File: src/rtl/obstacle_pkg.sv
// Shared FSM encoding, obstacle type codes and the scroll-speed helper for the obstacle scheduler.
// Speed is base + score/16; define OBST_SPEED_CAP_EN to clamp it at the caller's ceiling.
package obstacle_pkg;

   localparam logic [1:0] ST_IDLE  = 2'd0;
   localparam logic [1:0] ST_MOVE  = 2'd1;
   localparam logic [1:0] ST_SPAWN = 2'd2;
   localparam logic [1:0] ST_DONE  = 2'd3;

   typedef enum logic [1:0] {
      OBST_SMALL = 2'd0,
      OBST_BIG   = 2'd1,
      OBST_PTERO = 2'd2,
      OBST_RSVD  = 2'd3
   } obst_type_e;

   localparam int XW_DEF = 13;

`ifdef OBST_SPEED_CAP_EN
   localparam bit SPEED_CAP_EN = 1'b1;
`else
   localparam bit SPEED_CAP_EN = 1'b0;
`endif

   function automatic logic [6:0] calc_speed(input logic [9:0] score_v,
                                             input logic [6:0] base,
                                             input logic [6:0] cap);
      logic [6:0] s;
      s = base + {1'b0, score_v[9:4]};
      if (SPEED_CAP_EN && (s > cap))
         s = cap;
      return s;
   endfunction

endpackage

File: src/rtl/obstacle_scheduler.sv
// Obstacle slot pool: per-frame move/retire of each slot, round-robin spawn, score and speed.
// Latency: done pulses NUM_SLOTS+2 cycles after an accepted frame_tick; ticks arriving while busy
// are dropped and flagged in the sticky overrun bit. Speed cap selected by OBST_SPEED_CAP_EN.
module obstacle_scheduler
   import obstacle_pkg::*;
#(
   parameter int NUM_SLOTS  = 3,
   parameter int XW         = XW_DEF,
   parameter int SPAWN_X    = 640,
   parameter int FIRST_X    = 630,
   parameter int RETIRE_X   = -40,
   parameter int MIN_GAP    = 250,
   parameter int BASE_SPEED = 4,
   parameter int MAX_SPEED  = 16
) (
   input  logic                    pclk,
   input  logic                    rst,
   input  logic                    frame_tick,
   input  logic                    run,
   input  logic                    clear,
   input  logic [9:0]              rand_val,
   output logic [NUM_SLOTS*XW-1:0] obj_x,
   output logic [NUM_SLOTS*2-1:0]  obj_type,
   output logic [NUM_SLOTS-1:0]    obj_active,
   output logic [9:0]              score,
   output logic [6:0]              speed,
   output logic                    busy,
   output logic                    done,
   output logic                    overrun
);

   localparam int                     IW        = (NUM_SLOTS > 2) ? 2 : 1;
   localparam logic [IW-1:0]          LAST_IDX  = IW'(NUM_SLOTS - 1);
   localparam logic signed [XW-1:0]   FIRST_XV  = XW'(FIRST_X);
   localparam logic signed [XW-1:0]   SPAWN_XV  = XW'(SPAWN_X);
   localparam int                     GAP_BASE  = SPAWN_X - MIN_GAP;
   localparam logic [6:0]             BASE_V    = 7'(BASE_SPEED);
   localparam logic [6:0]             MAX_V     = 7'(MAX_SPEED);

   logic [1:0]            state;
   logic [IW-1:0]         idx;
   logic [IW-1:0]         newest;
   logic [IW-1:0]         nxt;
   logic [8:0]            gap_off;
   logic [6:0]            speed_q;
   logic signed [XW-1:0]  x_q [NUM_SLOTS];
   obst_type_e            type_q [NUM_SLOTS];
   logic [NUM_SLOTS-1:0]  active_q;
   logic signed [XW-1:0]  nx;
   logic                  spawn_ok;

   assign nx       = x_q[idx] - $signed({{(XW-7){1'b0}}, speed_q});
   assign nxt      = (newest == LAST_IDX) ? '0 : newest + IW'(1);
   // Spacing is measured from the newest slot even if it has already retired.
   assign spawn_ok = int'(x_q[newest]) < (GAP_BASE - int'(gap_off));

   always_ff @(posedge pclk or posedge rst) begin
      if (rst) begin
         state   <= ST_IDLE;
         idx     <= '0;
         newest  <= '0;
         gap_off <= '0;
         speed_q <= BASE_V;
         score   <= '0;
         speed   <= BASE_V;
         overrun <= 1'b0;
         for (int i = 0; i < NUM_SLOTS; i++) begin
            x_q[i]      <= (i == 0) ? FIRST_XV : '0;
            type_q[i]   <= OBST_SMALL;
            active_q[i] <= (i == 0);
         end
      end else if (clear) begin
         state   <= ST_IDLE;
         idx     <= '0;
         newest  <= '0;
         gap_off <= '0;
         speed_q <= BASE_V;
         score   <= '0;
         speed   <= BASE_V;
         overrun <= 1'b0;
         for (int i = 0; i < NUM_SLOTS; i++) begin
            x_q[i]      <= (i == 0) ? FIRST_XV : '0;
            type_q[i]   <= OBST_SMALL;
            active_q[i] <= (i == 0);
         end
      end else begin
         if (frame_tick && (state != ST_IDLE))
            overrun <= 1'b1;
         case (state)
            ST_IDLE: begin
               if (frame_tick && run) begin
                  state   <= ST_MOVE;
                  idx     <= '0;
                  speed_q <= speed;
               end
            end
            ST_MOVE: begin
               if (active_q[idx]) begin
                  if (nx < RETIRE_X) begin
                     active_q[idx] <= 1'b0;
                     if (score != 10'h3FF)
                        score <= score + 10'd1;
                  end else begin
                     x_q[idx] <= nx;
                  end
               end
               if (idx == LAST_IDX)
                  state <= ST_SPAWN;
               else
                  idx <= idx + IW'(1);
            end
            ST_SPAWN: begin
               if (spawn_ok && !active_q[nxt]) begin
                  x_q[nxt]      <= SPAWN_XV;
                  type_q[nxt]   <= obst_type_e'(rand_val[9:8]);
                  active_q[nxt] <= 1'b1;
                  newest        <= nxt;
                  gap_off       <= rand_val[8:0];
               end
               state <= ST_DONE;
            end
            default: begin
               speed <= calc_speed(score, BASE_V, MAX_V);
               state <= ST_IDLE;
            end
         endcase
      end
   end

   always_comb begin
      obj_x    = '0;
      obj_type = '0;
      for (int i = 0; i < NUM_SLOTS; i++) begin
         obj_x[i*XW +: XW]  = x_q[i];
         obj_type[i*2 +: 2] = type_q[i];
      end
   end

   assign obj_active = active_q;
   assign busy       = (state != ST_IDLE);
   assign done       = (state == ST_DONE);

endmodule

File: config.mk
export PLATFORM = sky130hd
export DESIGN_NAME = obstacle_scheduler
export DESIGN_NICKNAME = d
export VERILOG_FILES = /design/src/rtl/obstacle_pkg.sv /design/src/rtl/obstacle_scheduler.sv
export SDC_FILE = /design/constraint.sdc
export NUM_CORES = 1
export LEC_CHECK = 0
export CAP_MARGIN = 20
export CORE_MARGIN = 4
export CORE_UTILIZATION = 35
export DETAILED_ROUTE_END_ITERATION = 16
export GPL_ROUTABILITY_DRIVEN = 0
export PLACE_DENSITY = 0.66
export SLEW_MARGIN = 10
export SYNTH_ARGS = -nofsm -noshare
export SYNTH_HDL_FRONTEND = slang
export SYNTH_SLANG_ARGS = --single-unit
File: constraint.sdc
create_clock -name pclk -period 4.5 [get_ports pclk]
set_input_delay 0.675 -clock pclk [delete_from_list [all_inputs] [get_ports pclk]]
set_output_delay 0.675 -clock pclk [all_outputs]
set_load 0.005 [all_outputs]
Word level (Yosys, flattened, before mapping)
Index checks and enable logic that the tools add are counted.
{"block": "classes", "n_reduce_logical": 29, "n_mux": 62, "magnitude_cmp": 11, "n_bitwise": 9, "n_eq_ne": 14, "addsub": 6}
{"op": "39-bit 2-to-1 mux", "count": 4}
{"op": "13-bit 2-to-1 mux", "count": 6}
{"op": "39-bit case mux with 2 select lines", "count": 1}
{"op": "13-bit binary-select mux with 2-bit select", "count": 2}
{"op": "13-bit demux with 2-bit select", "count": 2}
{"op": "10-bit 2-to-1 mux", "count": 5}
{"op": "39-bit bitwise mux", "count": 1}
{"op": "7-bit 2-to-1 mux", "count": 5}
{"op": "33-bit AND", "count": 1}
{"op": "33-bit NOT", "count": 1}
{"op": "9-bit 2-to-1 mux", "count": 3}
{"op": "2-bit 2-to-1 mux", "count": 11}
{"op": "3-bit inequality test, second input constant", "count": 7}
{"op": "2-bit nonzero test", "count": 10}
{"op": "6-bit 2-to-1 mux", "count": 3}
{"op": "13-bit by 10-bit less-than comparator with 1-bit output", "count": 1}
{"op": "13-bit by 7-bit less-than comparator with 1-bit output, second input constant", "count": 1}
{"op": "13-bit by 8-bit subtractor with 13-bit output", "count": 1}
{"op": "3-bit 2-to-1 mux", "count": 4}
{"op": "4-bit AND reduction", "count": 3}
{"op": "10-bit by 1-bit adder with 10-bit output, second input constant", "count": 1}
{"op": "10-bit inequality test, second input constant", "count": 1}
{"op": "9-bit by 9-bit subtractor with 10-bit output, first input constant", "count": 1}
{"op": "3-bit greater-or-equal comparator, second input constant", "count": 3}
{"op": "other kinds (28)", "count": 53}
{"block": "totals", "output_inout_bits": 68, "wordCells": 146, "register_bits": 88}

Longest topological paths before layout
{"block": "depth", "ltp_word": 12, "depth_mapped": 17, "ltp_nobuf": 14}

Worst setup path after synthesis
Ideal clock, no wire load.
{"block": "synth_path", "path_type": "register to register", "from": "reg idx[0]", "to": "reg x_q, in the netlist obj_x[29]", "n_path_buf": 5, "synth_period_minus_slack_ns": 3.719, "setup_slack_ns": 0.781, "stages_incl_launch_ff": 16, "t_arrival_ns": 3.583, "t_required_ns": 4.364, "cell_sequence": "dfrtp_1 buf_6 buf_6 clkbuf_1 mux2i_1 o22ai_1 ha_1 buf_4 and4_1 a221o_1 nor4_1 o211a_1 o211ai_1 a221oi_2 buf_4 o32ai_1"}
{"block": "synth_between", "elab_chain_len": 10}
{"item": "from (decl)", "line_no": "obstacle_scheduler.sv:41", "rtl": "logic [IW-1:0] idx;"}
{"item": "from (signal assigned)", "line_no": "obstacle_scheduler.sv:110", "rtl": "idx <= idx + IW'(1);"}
{"item": "parallel branches: the longest is 10 deep, another holds 13-bit by 8-bit subtractor with 13-bit output"}
{"item": "to (signal, indexed assignment)", "line_no": "obstacle_scheduler.sv:68", "rtl": "x_q[i] <= (i == 0) ? FIRST_XV : '0;"}
{"item": "to (signal, indexed assignment)", "line_no": "obstacle_scheduler.sv:82", "rtl": "x_q[i] <= (i == 0) ? FIRST_XV : '0;"}
{"item": "to (signal, indexed assignment)", "line_no": "obstacle_scheduler.sv:104", "rtl": "x_q[idx] <= nx;"}
{"item": "to (decl)", "line_no": "obstacle_scheduler.sv:46", "rtl": "logic signed [XW-1:0] x_q [NUM_SLOTS];"}
Parallel ways; which one is timed is not known. The select of a mux whose other input is x is not followed.
A chain may end at the register's enable or synchronous reset.

Worst setup path in the final report
{"block": "layout_path", "from": "reg idx[0]", "to": "reg x_q, in the netlist obj_x[27]"}
The elaborated chain is that of the path after synthesis.

==> flow_metrics.py <==
metrics = {
    "worst_setup_path": {
        "crit_path_start_kind": "flip-flop",
        "crit_cells": 12,
        "rrSetupSlack_ps": 290,
        "path_delay_family": "compound AO/OA/AOI/OAI gates",
        "cp_num_buf_inv": 1,
        "reg2regPathDepth": 12,
        "slowest_stage": "dfrtp_1",
        "arrival_ps": 4450,
        "rr_endpoint": "obj_x[27]",
        "worst_ep_required_time_ps": 4740,
        "slowest_delay_ps": 540,
        "reg2reg_from": "idx[0]",
        "crit_path_end_kind": "flip-flop",
        "worstPathMaxFanout": 12,
        "crit_type": "flip-flop to flip-flop",
        "critPathLaunch": "idx[0]",
        "cp_cell_sequence": "buf_4 > mux2i_1 > o22ai_1 > ha_1 > a21oi_1 > nand2_1 > a221o_1 > nor4_1 > o211ai_1 > a21oi_2 > nand3_1 > o32ai_1",
        "endpoint": "obj_x[27]",
    },
    "logic_synthesis": {
        "syn_area_sq_um": 5772,
        "synth_edf_count": 0,
        "synth-xor-area-share_pct": 3.035,
        "synth-seq-cells": 88,
        "async_reset_ff_share_pct": 100.0,
        "synth_top_area_share_pct": 34.25,
        "yosys.area_share.simple_pct": 16.56,
        "synth_top_family_by_area": "compound AO/OA/AOI/OAI gates",
        "synth_top_flop_cell": "dfrtp_1",
        "synth_top_area_cell": "dfrtp_1",
        "synth_mux_area_share_pct": 6.785,
        "syn-num-nets": 678,
        "netlist_top_cells_count": "nand2_1 (80), dfrtp_1 (79), a21oi_1 (40), nor2_1 (40), mux2i_1 (38)",
        "synth_warnings": 0,
        "synthAdderAreaFrac_pct": 6.850,
        "synth.most_common_cell": "nand2_1",
        "synth_area_leaders": "dfrtp_1 (34%), mux2i_1 (6.6%), ha_1 (6.5%)",
        "ys_seq_area_share_pct": 38.35,
        "synth-compound-area-share_pct": 23.26,
        "synthDistinctLibCells": 69,
        "synth_cells": 632,
        "syn_area_per_cell_sq_um": 9.133,
    },
    "routing": {
        "avgRoutedWirePerCell_um": 18.82,
        "first_iter_violations": 380,
        "vias": 5239,
        "vias_per_cell": 5.670,
        "drc": 0,
        "drt-pass1-iter-count": 5,
        "totalWireLength_um": 17390,
        "antenna_left": 0,
    },
    "clock_network": {
        "post-cts-setup-buffer-count": 0,
        "cts_resized": 0,
        "cts_buffer_depth": 2,
        "cts_tree": "built",
        "cts_hold_buf": 0,
        "cts.sinks": 88,
        "insertion_delay_ps": 350,
        "cts_max_level": 3,
        "clk_pin_slew_ps": 60,
        "cts_buffers": 9,
        "cts-root-buf": "clkbuf_16",
    },
    "place": {
        "dp_hpwl_um": 12810,
        "dp_cells": 908,
        "dpl-instance-area_sq_um": 6783,
        "portBuffers": 82,
    },
    "global_route": {
        "grt_pass1_vias": 5137,
        "grt_usage_pct": 18.96,
        "grt_max_degree": 42,
        "grt_first_pass_wirelength_um": 27610,
        "antenna_found_initial": 0,
        "grt_overflow_total": 0,
    },
    "worst_hold_path": {
        "hp-class": "flip-flop to flip-flop",
    },
    "timing": {
        "rsz0062_at_grt": "false",
        "finalSetupTns_ps": 0,
        "min_period_over_period_pct": 93.45,
        "slew_viol_final": 0,
        "worstMarginPinSlew_ps": 961.6,
        "setup_violations": 0,
        "post-route-min-period_ps": 4205,
        "clock.fmax_mhz": 237.8,
        "skew_ps": 8.626,
        "hold_slack_ps": 491.9,
        "hold_violations": 0,
        "relSlewSlack_pct": 35.59,
    },
    "run": {
        "maxCapViolations": 0,
    },
    "final_layout": {
        "final_cells": 924,
        "finalNetCount": 749,
        "fill_cells": 1583,
        "design_area_sq_um": 7072,
        "syn2layout_area_growth_pct": 22.52,
        "drive_above_1_share_pct": 8.757,
        "n_antenna_cell": 0,
    },
    "floorplan": {
        "dieArea_sq_um": 18610,
        "ios": 83,
        "die_h_um": 136.4,
        "die_x_um": 136.4,
        "rows": 46,
        "initial_utilization_pct": 36.07,
        "core_sq_um": 16000,
    },
    "pwr": {
        "cellLeakagePower_nw": 2.815,
        "power.density_nw_per_um2": 543.9,
        "vdd_ir_drop_max_mv": 0.2498,
        "finalPower_mw": 3.846,
    },
    "status": {
        "run_status": "finished, final reports clean",
    },
}
-- per-layer routing --
metal	part of all wire (%)	GRT usage, %	wire, um
met2	46	29.72	7934
met1	45	25.31	7754
met4	4.2	9.854	731
met3	5.6	2.924	974
met5	0	0	0
-- report_power, final --
part / internal (mW) / switching (mW)
Clock: 0.405 / 0.321
Sequential: 0.909 / 0.124
Combinational: 0.849 / 1.24
Total: 2.16 / 1.68
-- worst min-delay path by stage --
stage	start	endpoint	slack (ps)	cells after the start
floorplan	speed_q[3]	speed_q[3]	450	2
global placement	speed_q[6]	speed_q[6]	470	2
detailed placement	speed_q[4]	speed_q[4]	480	2
CTS	speed_q[4]	speed_q[4]	490	2
global route	speed_q[4]	speed_q[4]	510	2
finish	speed_q[4]	speed_q[4]	490	2
-- cells by family (layout without fill, tap and decap cells) --
kind of cell,after synthesis,after routing
AOI/OAI and AO/OA,187,187
xor gates and xnor gates,20,20
adders and majority gates,31,31
buffers and inverters,68,144
DFF,88,88
muxes,39,39
and+or+nand+nor,199,199
-- registers in the layout, indices dropped and copies added, names as in the netlist --
register / count
speed_q: 7
newest: 2
overrun: 1
obj_active: 3
obj_type: 6
idx: 2
score: 10
gap_off: 9
speed: 7
obj_x: 39
state: 2
-- layout by cell type (no fill, tap or decap), drive strengths merged, types with 20 or more instances in the layout --
cell type,instances
a21oi,41
clkdlybuf4s50,81
dfrtp,79
ha,30
inv,32
mux2i,38
nand2,80
nand3,20
nor2,40
o21ai,37
-- stage by stage --
stage / worst slack [ps] / util [%]
4_1_cts: 316.6 / 44.17
3_5_place_dp: 278.5 / 42.39
5_1_grt: 48.87 / 44.20
6_report: 294.5 / 44.20
3_3_place_gp: 460.5 / 42.39
2_1_floorplan: 780.6 / -
-- layout make-up --
class,count,area (sq um),share of cell area (%)
timing repair buffer,95,913.4,12.92
tap,216,270.3,3.822
inverter,33,125.1,1.769
clock buffer,12,256.5,3.627
clock inverter,4,28.78,0.4069
sequential,88,2213,31.30
multi-input combinational,476,3264,46.16
-- worst reg2reg max path, delay by kind of cell, from the launching register on --
kind	cells	cell delay, ps
buffers and inverters	1	280
adder cells (fa/ha/maj)	1	380
AND/OR/NAND/NOR	3	1080
multiplexers	1	200
AO/OA/AOI/OAI	6	1610
flip-flops	1	540
(Power assumes the default switching activity.)
